===== src/rtl/br_lite_local_ni_pkg.sv =====
`default_nettype none
// ============================================================================
// Module   : br_lite_local_ni_pkg
// Brief    : BrLite flit/service types and local NI state encodings.
// Revision : 1.0 - initial release
// ============================================================================
package br_lite_local_ni_pkg;

    localparam int BR_ADDR_W    = 16;
    localparam int BR_PAYLOAD_W = 16;
    localparam int BR_ID_W      = 8;

    typedef enum logic [1:0] {
        BR_SVC_CLEAR = 2'd0,
        BR_SVC_ALL   = 2'd1,
        BR_SVC_TGT   = 2'd2,
        BR_SVC_MON   = 2'd3
    } br_svc_t;

    typedef struct packed {
        logic [BR_ADDR_W-1:0]    seq_source;
        logic [BR_ADDR_W-1:0]    seq_target;
        br_svc_t                 service;
        logic [BR_ID_W-1:0]      id;
        logic [BR_PAYLOAD_W-1:0] payload;
    } br_data_t;

    typedef enum logic [3:0] {
        TX_IDLE      = 4'b0001,
        TX_WAIT_FREE = 4'b0010,
        TX_REQ       = 4'b0100,
        TX_RELEASE   = 4'b1000
    } tx_state_e;

    typedef enum logic [1:0] {
        RX_IDLE     = 2'b01,
        RX_WAIT_LOW = 2'b10
    } rx_state_e;

endpackage
`default_nettype wire


===== src/rtl/br_lite_local_ni_if.sv =====
`default_nettype none
// ============================================================================
// Module   : br_lite_local_ni_if
// Brief    : PE-side and router-side handshake bundle of the local NI.
// Revision : 1.0 - initial release
// ============================================================================
interface br_lite_local_ni_if;
    import br_lite_local_ni_pkg::*;

    logic                    tx_valid_i;
    logic                    tx_ready_o;
    br_svc_t                 tx_service_i;
    logic [BR_ADDR_W-1:0]    tx_target_i;
    logic [BR_PAYLOAD_W-1:0] tx_payload_i;
    logic                    tx_err_o;
    logic                    rx_valid_o;
    logic                    rx_ready_i;
    br_data_t                rx_data_o;
    br_data_t                br_flit_o;
    logic                    br_req_o;
    logic                    br_ack_i;
    logic                    br_busy_i;
    br_data_t                br_flit_i;
    logic                    br_req_i;
    logic                    br_ack_o;

    // slave: the NI itself; master: the PE and router around it
    modport slave (
        input  tx_valid_i, tx_service_i, tx_target_i, tx_payload_i,
               rx_ready_i, br_ack_i, br_busy_i, br_flit_i, br_req_i,
        output tx_ready_o, tx_err_o, rx_valid_o, rx_data_o,
               br_flit_o, br_req_o, br_ack_o
    );

    modport master (
        output tx_valid_i, tx_service_i, tx_target_i, tx_payload_i,
               rx_ready_i, br_ack_i, br_busy_i, br_flit_i, br_req_i,
        input  tx_ready_o, tx_err_o, rx_valid_o, rx_data_o,
               br_flit_o, br_req_o, br_ack_o
    );

endinterface
`default_nettype wire


===== src/rtl/br_lite_fifo.sv =====
`default_nettype none
// ============================================================================
// Module   : br_lite_fifo
// Brief    : Synchronous flit FIFO; head stays on data_o, last value held when empty.
// Revision : 1.0 - initial release
// ============================================================================
module br_lite_fifo
    import br_lite_local_ni_pkg::*;
#(
    parameter int DEPTH = 4
) (
    input  logic     clk_i,
    input  logic     rst_ni,
    input  logic     push_i,
    input  br_data_t data_i,
    input  logic     pop_i,
    output br_data_t data_o,
    output logic     valid_o,
    output logic     full_o
);

    localparam int                  c_ptr_w   = $clog2(DEPTH);
    localparam logic [c_ptr_w-1:0]  c_ptr_one = 1;
    localparam logic [c_ptr_w:0]    c_cnt_one = 1;
    localparam logic [c_ptr_w:0]    c_depth   = (c_ptr_w + 1)'(DEPTH);

    br_data_t            r_mem [DEPTH];
    br_data_t            r_last;
    logic [c_ptr_w-1:0]  r_wr_ptr;
    logic [c_ptr_w-1:0]  r_rd_ptr;
    logic [c_ptr_w:0]    r_count;
    logic                w_pop;
    logic                w_push;

    assign valid_o = (r_count != '0);
    assign full_o  = (r_count == c_depth);
    assign w_pop   = pop_i & valid_o;
    // a full FIFO still takes a push when the head leaves in the same cycle
    assign w_push  = push_i & (~full_o | w_pop);
    assign data_o  = valid_o ? r_mem[r_rd_ptr] : r_last;

    always_ff @(posedge clk_i) begin
        if (w_push) begin
            r_mem[r_wr_ptr] <= data_i;
        end
    end

    always_ff @(posedge clk_i or negedge rst_ni) begin
        if (!rst_ni) begin
            r_wr_ptr <= '0;
            r_rd_ptr <= '0;
            r_count  <= '0;
            r_last   <= '0;
        end else begin
            if (w_push) begin
                r_wr_ptr <= r_wr_ptr + c_ptr_one;
            end
            if (w_pop) begin
                r_rd_ptr <= r_rd_ptr + c_ptr_one;
                r_last   <= r_mem[r_rd_ptr];
            end
            case ({w_push, w_pop})
                2'b10:   r_count <= r_count + c_cnt_one;
                2'b01:   r_count <= r_count - c_cnt_one;
                default: r_count <= r_count;
            endcase
        end
    end

endmodule
`default_nettype wire


===== src/rtl/br_lite_local_ni.sv =====
`default_nettype none
// ============================================================================
// Module   : br_lite_local_ni
// Brief    : PE-side NI for the BrLite router LOCAL port (TX inject, RX buffer).
//            Define BR_LITE_NI_STATS_EN to add tx_count_o / rx_count_o.
// Revision : 1.0 - initial release
// ============================================================================
module br_lite_local_ni
    import br_lite_local_ni_pkg::*;
#(
    parameter logic [15:0] SEQ_ADDRESS = 16'h0000,
    parameter int          RX_DEPTH    = 4
) (
    input  logic               clk_i,
    input  logic               rst_ni,
    br_lite_local_ni_if.slave  ni
`ifdef BR_LITE_NI_STATS_EN
    ,
    output logic [15:0]        tx_count_o,
    output logic [15:0]        rx_count_o
`endif
);

    tx_state_e          r_tx_state;
    tx_state_e          w_tx_next;
    rx_state_e          r_rx_state;
    rx_state_e          w_rx_next;
    br_data_t           r_tx_flit;
    logic [BR_ID_W-1:0] r_id;
    logic               r_tx_err;
    logic               r_run;
    logic               w_tx_ready;
    logic               w_tx_accept;
    logic               w_tx_acked;
    logic               w_br_req;
    logic               w_rx_ack;
    logic               w_rx_can_push;
    logic               w_fifo_full;
    logic               w_fifo_valid;

    // keeps handshake outputs low from reset until the first clock afterwards
    always_ff @(posedge clk_i or negedge rst_ni) begin
        if (!rst_ni) r_run <= 1'b0;
        else         r_run <= 1'b1;
    end

    assign w_tx_accept = r_run & (r_tx_state == TX_IDLE) & ni.tx_valid_i;
    assign w_tx_acked  = (r_tx_state == TX_REQ) & ni.br_ack_i;

    always_comb begin
        w_tx_next  = r_tx_state;
        w_tx_ready = 1'b0;
        w_br_req   = 1'b0;
        case (r_tx_state)
            TX_IDLE: begin
                w_tx_ready = r_run;
                if (w_tx_accept && ni.tx_service_i != BR_SVC_CLEAR) w_tx_next = TX_WAIT_FREE;
            end
            TX_WAIT_FREE: if (!ni.br_busy_i) w_tx_next = TX_REQ;
            TX_REQ: begin
                w_br_req = 1'b1;
                if (ni.br_ack_i) w_tx_next = TX_RELEASE;
            end
            TX_RELEASE: if (!ni.br_ack_i) w_tx_next = TX_IDLE;
            default:    w_tx_next = TX_IDLE;
        endcase
    end

    always_ff @(posedge clk_i or negedge rst_ni) begin
        if (!rst_ni) begin
            r_tx_state <= TX_IDLE;
            r_tx_flit  <= '0;
            r_id       <= '0;
            r_tx_err   <= 1'b0;
        end else begin
            r_tx_state <= w_tx_next;
            r_tx_err   <= w_tx_accept & (ni.tx_service_i == BR_SVC_CLEAR);
            if (w_tx_accept && ni.tx_service_i != BR_SVC_CLEAR) begin
                r_tx_flit <= '{seq_source: SEQ_ADDRESS,
                               seq_target: ni.tx_target_i,
                               service:    ni.tx_service_i,
                               id:         r_id,
                               payload:    ni.tx_payload_i};
            end
            if (w_tx_acked) begin
                r_id <= r_id + 1'b1;
            end
        end
    end

    assign ni.tx_ready_o = w_tx_ready;
    assign ni.tx_err_o   = r_tx_err;
    assign ni.br_req_o   = w_br_req;
    assign ni.br_flit_o  = r_tx_flit;

    // room exists if not full, or the PE pops the head this very cycle
    assign w_rx_can_push = ~w_fifo_full | (ni.rx_ready_i & w_fifo_valid);

    always_comb begin
        w_rx_next = r_rx_state;
        w_rx_ack  = 1'b0;
        case (r_rx_state)
            RX_IDLE: begin
                if (r_run && ni.br_req_i && w_rx_can_push) begin
                    w_rx_ack  = 1'b1;
                    w_rx_next = RX_WAIT_LOW;
                end
            end
            RX_WAIT_LOW: if (!ni.br_req_i) w_rx_next = RX_IDLE;
            default:     w_rx_next = RX_IDLE;
        endcase
    end

    always_ff @(posedge clk_i or negedge rst_ni) begin
        if (!rst_ni) r_rx_state <= RX_IDLE;
        else         r_rx_state <= w_rx_next;
    end

    assign ni.br_ack_o  = w_rx_ack;
    assign ni.rx_valid_o = w_fifo_valid;

    br_lite_fifo #(
        .DEPTH (RX_DEPTH)
    ) u_rx_fifo (
        .clk_i   (clk_i),
        .rst_ni  (rst_ni),
        .push_i  (w_rx_ack),
        .data_i  (ni.br_flit_i),
        .pop_i   (ni.rx_ready_i),
        .data_o  (ni.rx_data_o),
        .valid_o (w_fifo_valid),
        .full_o  (w_fifo_full)
    );

`ifdef BR_LITE_NI_STATS_EN
    logic [15:0] r_tx_count;
    logic [15:0] r_rx_count;

    always_ff @(posedge clk_i or negedge rst_ni) begin
        if (!rst_ni) begin
            r_tx_count <= '0;
            r_rx_count <= '0;
        end else begin
            if (w_tx_acked && r_tx_count != 16'hFFFF) r_tx_count <= r_tx_count + 16'd1;
            if (w_rx_ack   && r_rx_count != 16'hFFFF) r_rx_count <= r_rx_count + 16'd1;
        end
    end

    assign tx_count_o = r_tx_count;
    assign rx_count_o = r_rx_count;
`endif

endmodule
`default_nettype wire


===== src/flat_wrapper.sv =====
// flat-port wrapper written by rule: the top's interface ports become plain ports
module br_lite_local_ni_flat import br_lite_local_ni_pkg::*;
#(
    parameter logic [15:0] SEQ_ADDRESS = 16'h0000,
    parameter int          RX_DEPTH    = 4
)
  (clk_i, rst_ni, ni_tx_valid_i, ni_tx_service_i, ni_tx_target_i, ni_tx_payload_i, ni_rx_ready_i, ni_br_ack_i, ni_br_busy_i, ni_br_flit_i, ni_br_req_i, ni_tx_ready_o, ni_tx_err_o, ni_rx_valid_o, ni_rx_data_o, ni_br_flit_o, ni_br_req_o, ni_br_ack_o);
  br_lite_local_ni_if ni_i ();
  input  logic clk_i;
  input  logic rst_ni;
  input wire logic [$bits(ni_i.tx_valid_i)-1:0] ni_tx_valid_i;
  input wire logic [$bits(ni_i.tx_service_i)-1:0] ni_tx_service_i;
  input wire logic [$bits(ni_i.tx_target_i)-1:0] ni_tx_target_i;
  input wire logic [$bits(ni_i.tx_payload_i)-1:0] ni_tx_payload_i;
  input wire logic [$bits(ni_i.rx_ready_i)-1:0] ni_rx_ready_i;
  input wire logic [$bits(ni_i.br_ack_i)-1:0] ni_br_ack_i;
  input wire logic [$bits(ni_i.br_busy_i)-1:0] ni_br_busy_i;
  input wire logic [$bits(ni_i.br_flit_i)-1:0] ni_br_flit_i;
  input wire logic [$bits(ni_i.br_req_i)-1:0] ni_br_req_i;
  output wire logic [$bits(ni_i.tx_ready_o)-1:0] ni_tx_ready_o;
  output wire logic [$bits(ni_i.tx_err_o)-1:0] ni_tx_err_o;
  output wire logic [$bits(ni_i.rx_valid_o)-1:0] ni_rx_valid_o;
  output wire logic [$bits(ni_i.rx_data_o)-1:0] ni_rx_data_o;
  output wire logic [$bits(ni_i.br_flit_o)-1:0] ni_br_flit_o;
  output wire logic [$bits(ni_i.br_req_o)-1:0] ni_br_req_o;
  output wire logic [$bits(ni_i.br_ack_o)-1:0] ni_br_ack_o;
  assign ni_i.tx_valid_i = ni_tx_valid_i;
  assign ni_i.tx_service_i = ni_tx_service_i;
  assign ni_i.tx_target_i = ni_tx_target_i;
  assign ni_i.tx_payload_i = ni_tx_payload_i;
  assign ni_i.rx_ready_i = ni_rx_ready_i;
  assign ni_i.br_ack_i = ni_br_ack_i;
  assign ni_i.br_busy_i = ni_br_busy_i;
  assign ni_i.br_flit_i = ni_br_flit_i;
  assign ni_i.br_req_i = ni_br_req_i;
  assign ni_tx_ready_o = ni_i.tx_ready_o;
  assign ni_tx_err_o = ni_i.tx_err_o;
  assign ni_rx_valid_o = ni_i.rx_valid_o;
  assign ni_rx_data_o = ni_i.rx_data_o;
  assign ni_br_flit_o = ni_i.br_flit_o;
  assign ni_br_req_o = ni_i.br_req_o;
  assign ni_br_ack_o = ni_i.br_ack_o;
  br_lite_local_ni #(.SEQ_ADDRESS(SEQ_ADDRESS), .RX_DEPTH(RX_DEPTH)) u_core (.clk_i(clk_i), .rst_ni(rst_ni), .ni(ni_i));
endmodule

===== config.mk =====
export PLATFORM = sky130hd
export DESIGN_NAME = br_lite_local_ni_flat
export DESIGN_NICKNAME = d
export VERILOG_FILES = /design/src/rtl/br_lite_local_ni_pkg.sv /design/src/rtl/br_lite_local_ni_if.sv /design/src/rtl/br_lite_fifo.sv /design/src/rtl/br_lite_local_ni.sv /design/src/flat_wrapper.sv
export SDC_FILE = /design/constraint.sdc
export NUM_CORES = 1
export LEC_CHECK = 0
export BUFFER_PORTS_ARGS = -buffer_cell sky130_fd_sc_hd__buf_2
export CAP_MARGIN = 20
export CORE_MARGIN = 5
export CORE_UTILIZATION = 57
export CTS_CLUSTER_SIZE = 30
export DETAILED_ROUTE_END_ITERATION = 6
export PLACE_DENSITY = 0.9
export SETUP_SLACK_MARGIN = 0.4
export SKIP_LAST_GASP = 1
export SLEW_MARGIN = 20
export SYNTH_ARGS = -nofsm -noshare
export SYNTH_HDL_FRONTEND = slang
export SYNTH_SLANG_ARGS = --single-unit

===== constraint.sdc =====
create_clock -name clk_i -period 9.29 [get_ports clk_i]
set_input_delay 1.3935 -clock clk_i [delete_from_list [all_inputs] [get_ports clk_i]]
set_output_delay 1.3935 -clock clk_i [all_outputs]
set_load 0.01 [all_outputs]

== Word-level counts from Yosys, hierarchy flattened ==
Memory sizes are Yosys's and may differ from the RTL's.
Cells that the tools add are included.

* RAM bits: 232
* Output and inout bits: 121
* Logic and storage cells: 71
* Bits in registers: 123
* Bits of input ports: 99
* Memories: 1

* Bitwise logic cells: 8
* Reduce and logical (&&, ||, !) cells: 9
* Muxes and demuxes: 16
* Eq/ne operators: 15
* Add/sub/neg operators: 5

{| class="wikitable"
|+ Memories
! memory !! depth !! width !! read ports !! clocked after memory_dff !! wr ports !! line !! RTL
|-
| u_core.u_rx_fifo.r_mem || 4 || 58 || 1 || 0 || 1 || br_lite_fifo.sv:27 || <nowiki>br_data_t r_mem [DEPTH];</nowiki>
|}

{| class="wikitable"
|+ Operators by type and width
! kind !! number
|-
| 58-bit two-way mux || 1
|-
| 4-bit two-way mux || 4
|-
| 4-bit case mux with 4 select lines || 1
|-
| 2-bit inequality test, second input constant || 5
|-
| 8-bit by 1-bit adder with 8-bit output, second input constant || 1
|-
| 1-bit bitwise AND || 6
|-
| 1-bit two-way mux || 6
|-
| 3-bit case mux with 2 select lines || 1
|-
| 2-bit by 1-bit adder with 2-bit output, second input constant || 2
|-
| 2-bit by 1-bit == test with 1-bit output, second input constant || 2
|-
| 2-bit == test, second input constant || 2
|-
| 4-bit by 1-bit == test with 1-bit output, second input constant || 1
|-
| 4-bit by 2-bit == test with 1-bit output, second input constant || 1
|-
| 4-bit by 3-bit == test with 1-bit output, second input constant || 1
|-
| 4-bit == test, second input constant || 1
|-
| 2-bit two-way mux || 2
|-
| 2-bit case mux with 2 select lines || 1
|-
| 4-bit AND reduction || 1
|-
| 2-bit nonzero test || 2
|-
| 3-bit by 1-bit adder with 3-bit output, second input constant || 1
|-
| 3-bit == test, second input constant || 1
|-
| 1-bit logical AND || 3
|-
| 3-bit nonzero test || 1
|-
| 3-bit by 1-bit subtractor with 3-bit output, second input constant || 1
|-
| other kinds (5) || 5
|}

== Depth between registers and ports, before layout ==
* Depth after elaboration: 9
* Depth in mapped cells: 9
* Depth with buffers taken out: 9

== Modules after synthesis ==
Synthesis repeated with hierarchy kept, for this count alone.

* Cells, all modules: 840
* Area total of the unflattened synthesis: 14187.4 um^2

{| class="wikitable"
|+ By module, submodules not included
! module !! instances !! cells each !! area an instance (um^2) !! seq. area each (um^2)
|-
| br_lite_fifo || 1 || 664 || 11698.7 || 8593.2
|-
| br_lite_local_ni || 1 || 176 || 2488.6 || 1453.9
|}

== Worst setup path after synthesis ==
No wires, ideal clock.

* Kind: in2reg
* From: input port ni_br_req_i
* To: memory u_core.u_rx_fifo.r_mem[0][0] (netlist name), enable pin
* Setup slack: 5278 ps
* Buffers on the path: 0
* Data required time: 8868 ps
* Data arrival time: 3590 ps
* Setup time: 422 ps
* Stages on the path: 3
* Cells stage by stage: nand2_1 > nor4_2 > and2_1

* Cells in the longest elaborated chain, start to end: 7

{| class="wikitable"
|+ RTL lines
! what !! line !! RTL
|-
| start, declared || flat_wrapper.sv:19 || <nowiki>input wire logic [$bits(ni_i.br_req_i)-1:0] ni_br_req_i;</nowiki>
|-
| 1-bit logical AND (2 in a row) || br_lite_local_ni.sv:104 || <nowiki>if (r_run && ni.br_req_i && w_rx_can_push) begin</nowiki>
|-
| 1-bit two-way mux || br_lite_local_ni.sv:104 ||
|-
| 1-bit two-way mux || br_lite_local_ni.sv:102 || <nowiki>case (r_rx_state)</nowiki>
|-
| net ni_br_ack_o || flat_wrapper.sv:26 || <nowiki>output wire logic [$bits(ni_i.br_ack_o)-1:0] ni_br_ack_o;</nowiki>
|-
| 1-bit bitwise AND || br_lite_fifo.sv:39 || <nowiki>assign w_push = push_i & (~full_o | w_pop);</nowiki>
|-
| 1-bit two-way mux || br_lite_fifo.sv:43 || <nowiki>if (w_push) begin</nowiki>
|-
| 1-bit two-way mux (implied by the code) || br_lite_fifo.sv:44 || <nowiki>r_mem[r_wr_ptr] <= data_i;</nowiki>
|-
| end, declared || br_lite_fifo.sv:27 ||
|}

The timed path passes the listed nets, and every way through them passes these cells.

== Worst setup path after layout ==
* From: register u_core.u_rx_fifo.r_rd_ptr[1]
* To: output port ni_rx_data_o[36]

* Cells in the longest elaborated chain, start to end: 2

{| class="wikitable"
|+ RTL lines
! what !! line !! RTL
|-
| start, declared || br_lite_fifo.sv:30 || <nowiki>logic [c_ptr_w-1:0] r_rd_ptr;</nowiki>
|-
| start signal, assigned || br_lite_fifo.sv:59 || <nowiki>r_rd_ptr <= r_rd_ptr + c_ptr_one;</nowiki>
|-
| memory 4 x 58 bit || - ||
|-
| 58-bit two-way mux || br_lite_fifo.sv:40 || <nowiki>assign data_o = valid_o ? r_mem[r_rd_ptr] : r_last;</nowiki>
|-
| end, declared || flat_wrapper.sv:23 || <nowiki>output wire logic [$bits(ni_i.rx_data_o)-1:0] ni_rx_data_o;</nowiki>
|}

No other way between the ends.

==> out/qor.csv <==
stage,metric,value,unit
floorplan,total I/O pin count,220,
hold_path,worst hold-check path type,flop to flop,
timing,final-report hold violation count,0,
layout,fin nets,1028,
timing,largest clock skew in the final design,0.0189,ns
route,post-detailed-route count of antenna-violating nets,0,
clock_tree,Clock Sinks,355,
pwr,logic gate share of total power,31.6,%
global_routing,vias in the first global route,7824,
global_routing,Overall Global Routing Usage,20.2,%
pwr,post-layout power,0.00547,W
global_routing,antenna violations before repair,4,
synthesis,leading cell types by total area after synthesis,"edfxtp_1 (49%), dfrtp_1 (21%), mux2_2 (10%)",
route,Detailed Routing Iterations Pass 1,4,
route,DRC violations left,0,
critical_path,element type at the critical path start,flop,
clock_tree,number of post-CTS setup repair buffers,0,
clock_tree,Max clock buf depth,3,
clock_tree,"CTS clk-pin slew, worst paths",0.06,ns
critical_path,critical path data required time,7.90,ns
pwr,internal power component,0.00387,W
clock_tree,number of buffers added by the clock tree synthesis step,37,
critical_path,arrival time reported for the critical path endpoint,2.80,ns
pwr,leakage power summed over all cells,6.49,nW
place,number of buffers inserted by port buffering,203,
synthesis,Synth Area in Adders,0.668,%
place,detailed-placement wirelength estimate,16600,microns
run_status,status,"complete, no violations",
timing,min Tclk post-route,4.20,ns
timing,setup repair after global routing missed its margin,false,
timing,setup_tns,0,ns
synthesis,flip-flop and latch count after synthesis,355,
clock_tree,cell at the root of the clock tree,clkbuf_16,
timing,worst max-slew margin expressed relative to the limit,28.7,%
clock_tree,worst-skew pair later-pin latency,0.51,ns
synthesis,number of warnings printed during yosys synthesis,0,
critical_path,cell-by-cell trace of the critical path,buf_4 -> mux4_2 -> mux2_2 -> buf_2,
timing,final-report setup violation count,0,
floorplan,Starting Density,58.2,%
synthesis,number of distinct library cell variants in the gate-level netlist after synthesis,50,
synthesis,multiplexer fraction of the synthesized cell area,22.5,%
clock_tree,TritonCTS clock tree,yes,
synthesis,number of enable-type register cells in the synthesized netlist,232,
floorplan,y dimension of the die,168,microns
run,Max-cap violations,0,
timing,maximum clock rate,0.238,GHz
layout,layout overhead on the synthesized area,17.7,%
synthesis,post-synth top area cell,edfxtp_1,
synthesis,xor-xnor portion of the synthesized cell area,0.800,%
synthesis,mean post-synth cell area,20.0,sq um
floorplan,Total Die Area,28200,sq um
critical_path,maximum fanout encountered on the critical timing path,36,
synthesis,Synth Area in Simple Gates,1.95,%
pwr,portion of total power attributed to sequential cells,40.9,%
synthesis,sequential fraction of the synthesis area,70.6,%
critical_path,stage delay of the slowest cell on the critical path,0.81,ns
global_routing,GR Overflow Total,0,
route,routed length per instance,22.3,microns
critical_path,"Max stage delay cell, worst path",dfrtp_2,
synthesis,main combinational cell family by area after synthesis,multiplexers,
layout,FILL cells,1537,
global_routing,first-pass GRT wire length,44200,microns
critical_path,critical setup path kind,flop to primary output,
layout,fraction of layout cells with a size suffix above 1,53.1,%
critical_path,category of the worst setup path capture point,primary output,
timing,final worst-path cycle share,45.2,%
clock_tree,deepest level of the CTS H-tree,2,
route,Via density,5.57,
synthesis,fraction of synthesized cell area taken by the top area cell type,48.9,%
synthesis,most frequent cell after synthesis,edfxtp_1,
route,"wirelength, routed",28500,microns
synthesis,count of mapped cells out of synthesis,710,
synthesis,netlist area before placement,14200,sq um
synthesis,most frequent cells after synthesis,"edfxtp_1 (232), mux2_2 (129), dfrtp_1 (121)",
timing,worst-margin pin slew,1.07,ns
clock_tree,cts-stage hold buffer count,0,
place,final RePlAce weighted congestion,0.875,
synthesis,most common flop cell mapped by yosys,edfxtp_1,
route,drt first-iter violations,377,
synthesis,share of synthesized flip-flops with an asynchronous set or reset,34.6,%
floorplan,number of core rows,57,
pwr,pwr/cell area,326,nW/um^2
floorplan,die width,168,microns
global_routing,largest net degree at the start of global routing,79,
synthesis,post-synthesis compound-gate area fraction,0.861,%
clock_tree,post-cts gate resize count,0,
pwr,Max VDD drop,258,uV
route,via count,7109,
floorplan,Core Footprint,24500,sq um
pwr,switching power share of the total,29.2,%
timing,Pins Over Slew Limit,0,
pwr,proportion of power drawn by the clock network,27.5,%
pwr,sw power,0.00160,W
final timing paths:
check,startpoint,to,slack [ns],cells after the start
max in group asynchronous,rst_ni,u_core.r_tx_state[0],7.34,3
worst max-delay path,u_core.u_rx_fifo.r_rd_ptr[1],ni_rx_data_o[36],5.09,4
min in group asynchronous,rst_ni,u_core.u_rx_fifo.r_last[27],0.83,1
worst min-delay path,u_core.r_id[7],u_core.r_id[7],0.48,1
worst max register to register,u_core.r_rx_state[0],u_core.u_rx_fifo.r_mem[1][6],6.64,3
worst min register to register,u_core.r_id[7],u_core.r_id[7],0.48,1
worst max-delay path: cells and delay by family, from the launching register on:
family,cells,cell delay [ns]
buf+inv,2,0.75
mux,2,0.74
flops,1,0.81
final cells by class:
cell class	count	area [sq um]	share of cell area, %
Antenna cell	2	5.00	0.0299
Clock buffer	50	1070	6.37
Clock inverter	18	201	1.20
Inverter	11	41.3	0.246
Multi-Input combinational cell	309	3890	23.3
Sequential cell	355	10100	60.0
Tap cell	324	405	2.42
Timing Repair Buffer	208	1080	6.47
registers in the layout (all words and copies together), names as in the netlist, 2 cells and up:
name and cells:
u_core.u_rx_fifo.r_mem 232, u_core.u_rx_fifo.r_last 58, u_core.ni.br_flit_o 42, u_core.r_id 8
u_core.r_tx_state 4, u_core.u_rx_fifo.r_count 3, u_core.r_rx_state 2, u_core.u_rx_fifo.r_rd_ptr 2
u_core.u_rx_fifo.r_wr_ptr 2
through the flow:
| step | worst slack (ns) | hold WS (ns) | instance area, sq um | util, % | instances |
|---|---|---|---|---|---|
| 4_1_cts | 4.75 | 0.480 | 16700 | 68.3 | 1274 |
| 3_3_place_gp | 5.34 | 0.449 | 15400 | 63.1 | 1206 |
| 2_1_floorplan | 5.28 | 0.438 | 14300 | - | 725 |
| 5_1_grt | 4.88 | 0.501 | 16700 | 68.5 | 1276 |
| 6_report | 5.09 | 0.480 | 16800 | 68.5 | 1277 |
| 3_5_place_dp | 5.32 | 0.469 | 15400 | 63.1 | 1206 |
cells by family after synthesis:
kind of cell / count (synthesis)
flip-flops: 355
multiplexers: 217
buffers and inverters: 61
AND/OR/NAND/NOR: 41
AO/OA/AOI/OAI: 14
XOR/XNOR: 13
adder cells (fa/ha/maj): 7
other: 2
power by group through the flow:
stage | Combinational, W | Clock, W | Sequential, W
6_report | 0.00173 | 0.00150 | 0.00223
5_1_grt | 0.00187 | 0.00161 | 0.00228
4_1_cts | 0.00176 | 0.00154 | 0.00224
3_5_place_dp | 0.00174 | 0 | 0.00226
3_3_place_gp | 0.00170 | 0 | 0.00224
2_1_floorplan | 0.00120 | 0 | 0.00222
cells in the final DEF, fill, tap and decap left out, types with 8 or more instances in the layout:
cell type,Yosys,layout
conb_1,2,17
edfxtp_1,232,232
inv_1,11,11
mux2_2,129,129
xor2_1,8,8
clkbuf_16,0,39
buf_2,11,202
mux2_4,29,29
mux4_2,58,58
dfrtp_1,121,119
per-layer routing:
metal	track usage [%]	routed length [microns]
met3	4.55	1750
met4	5.93	679
met5	0	27
met1	25.2	11300
met2	35.8	14700
Power figures use the tool's default switching activity.
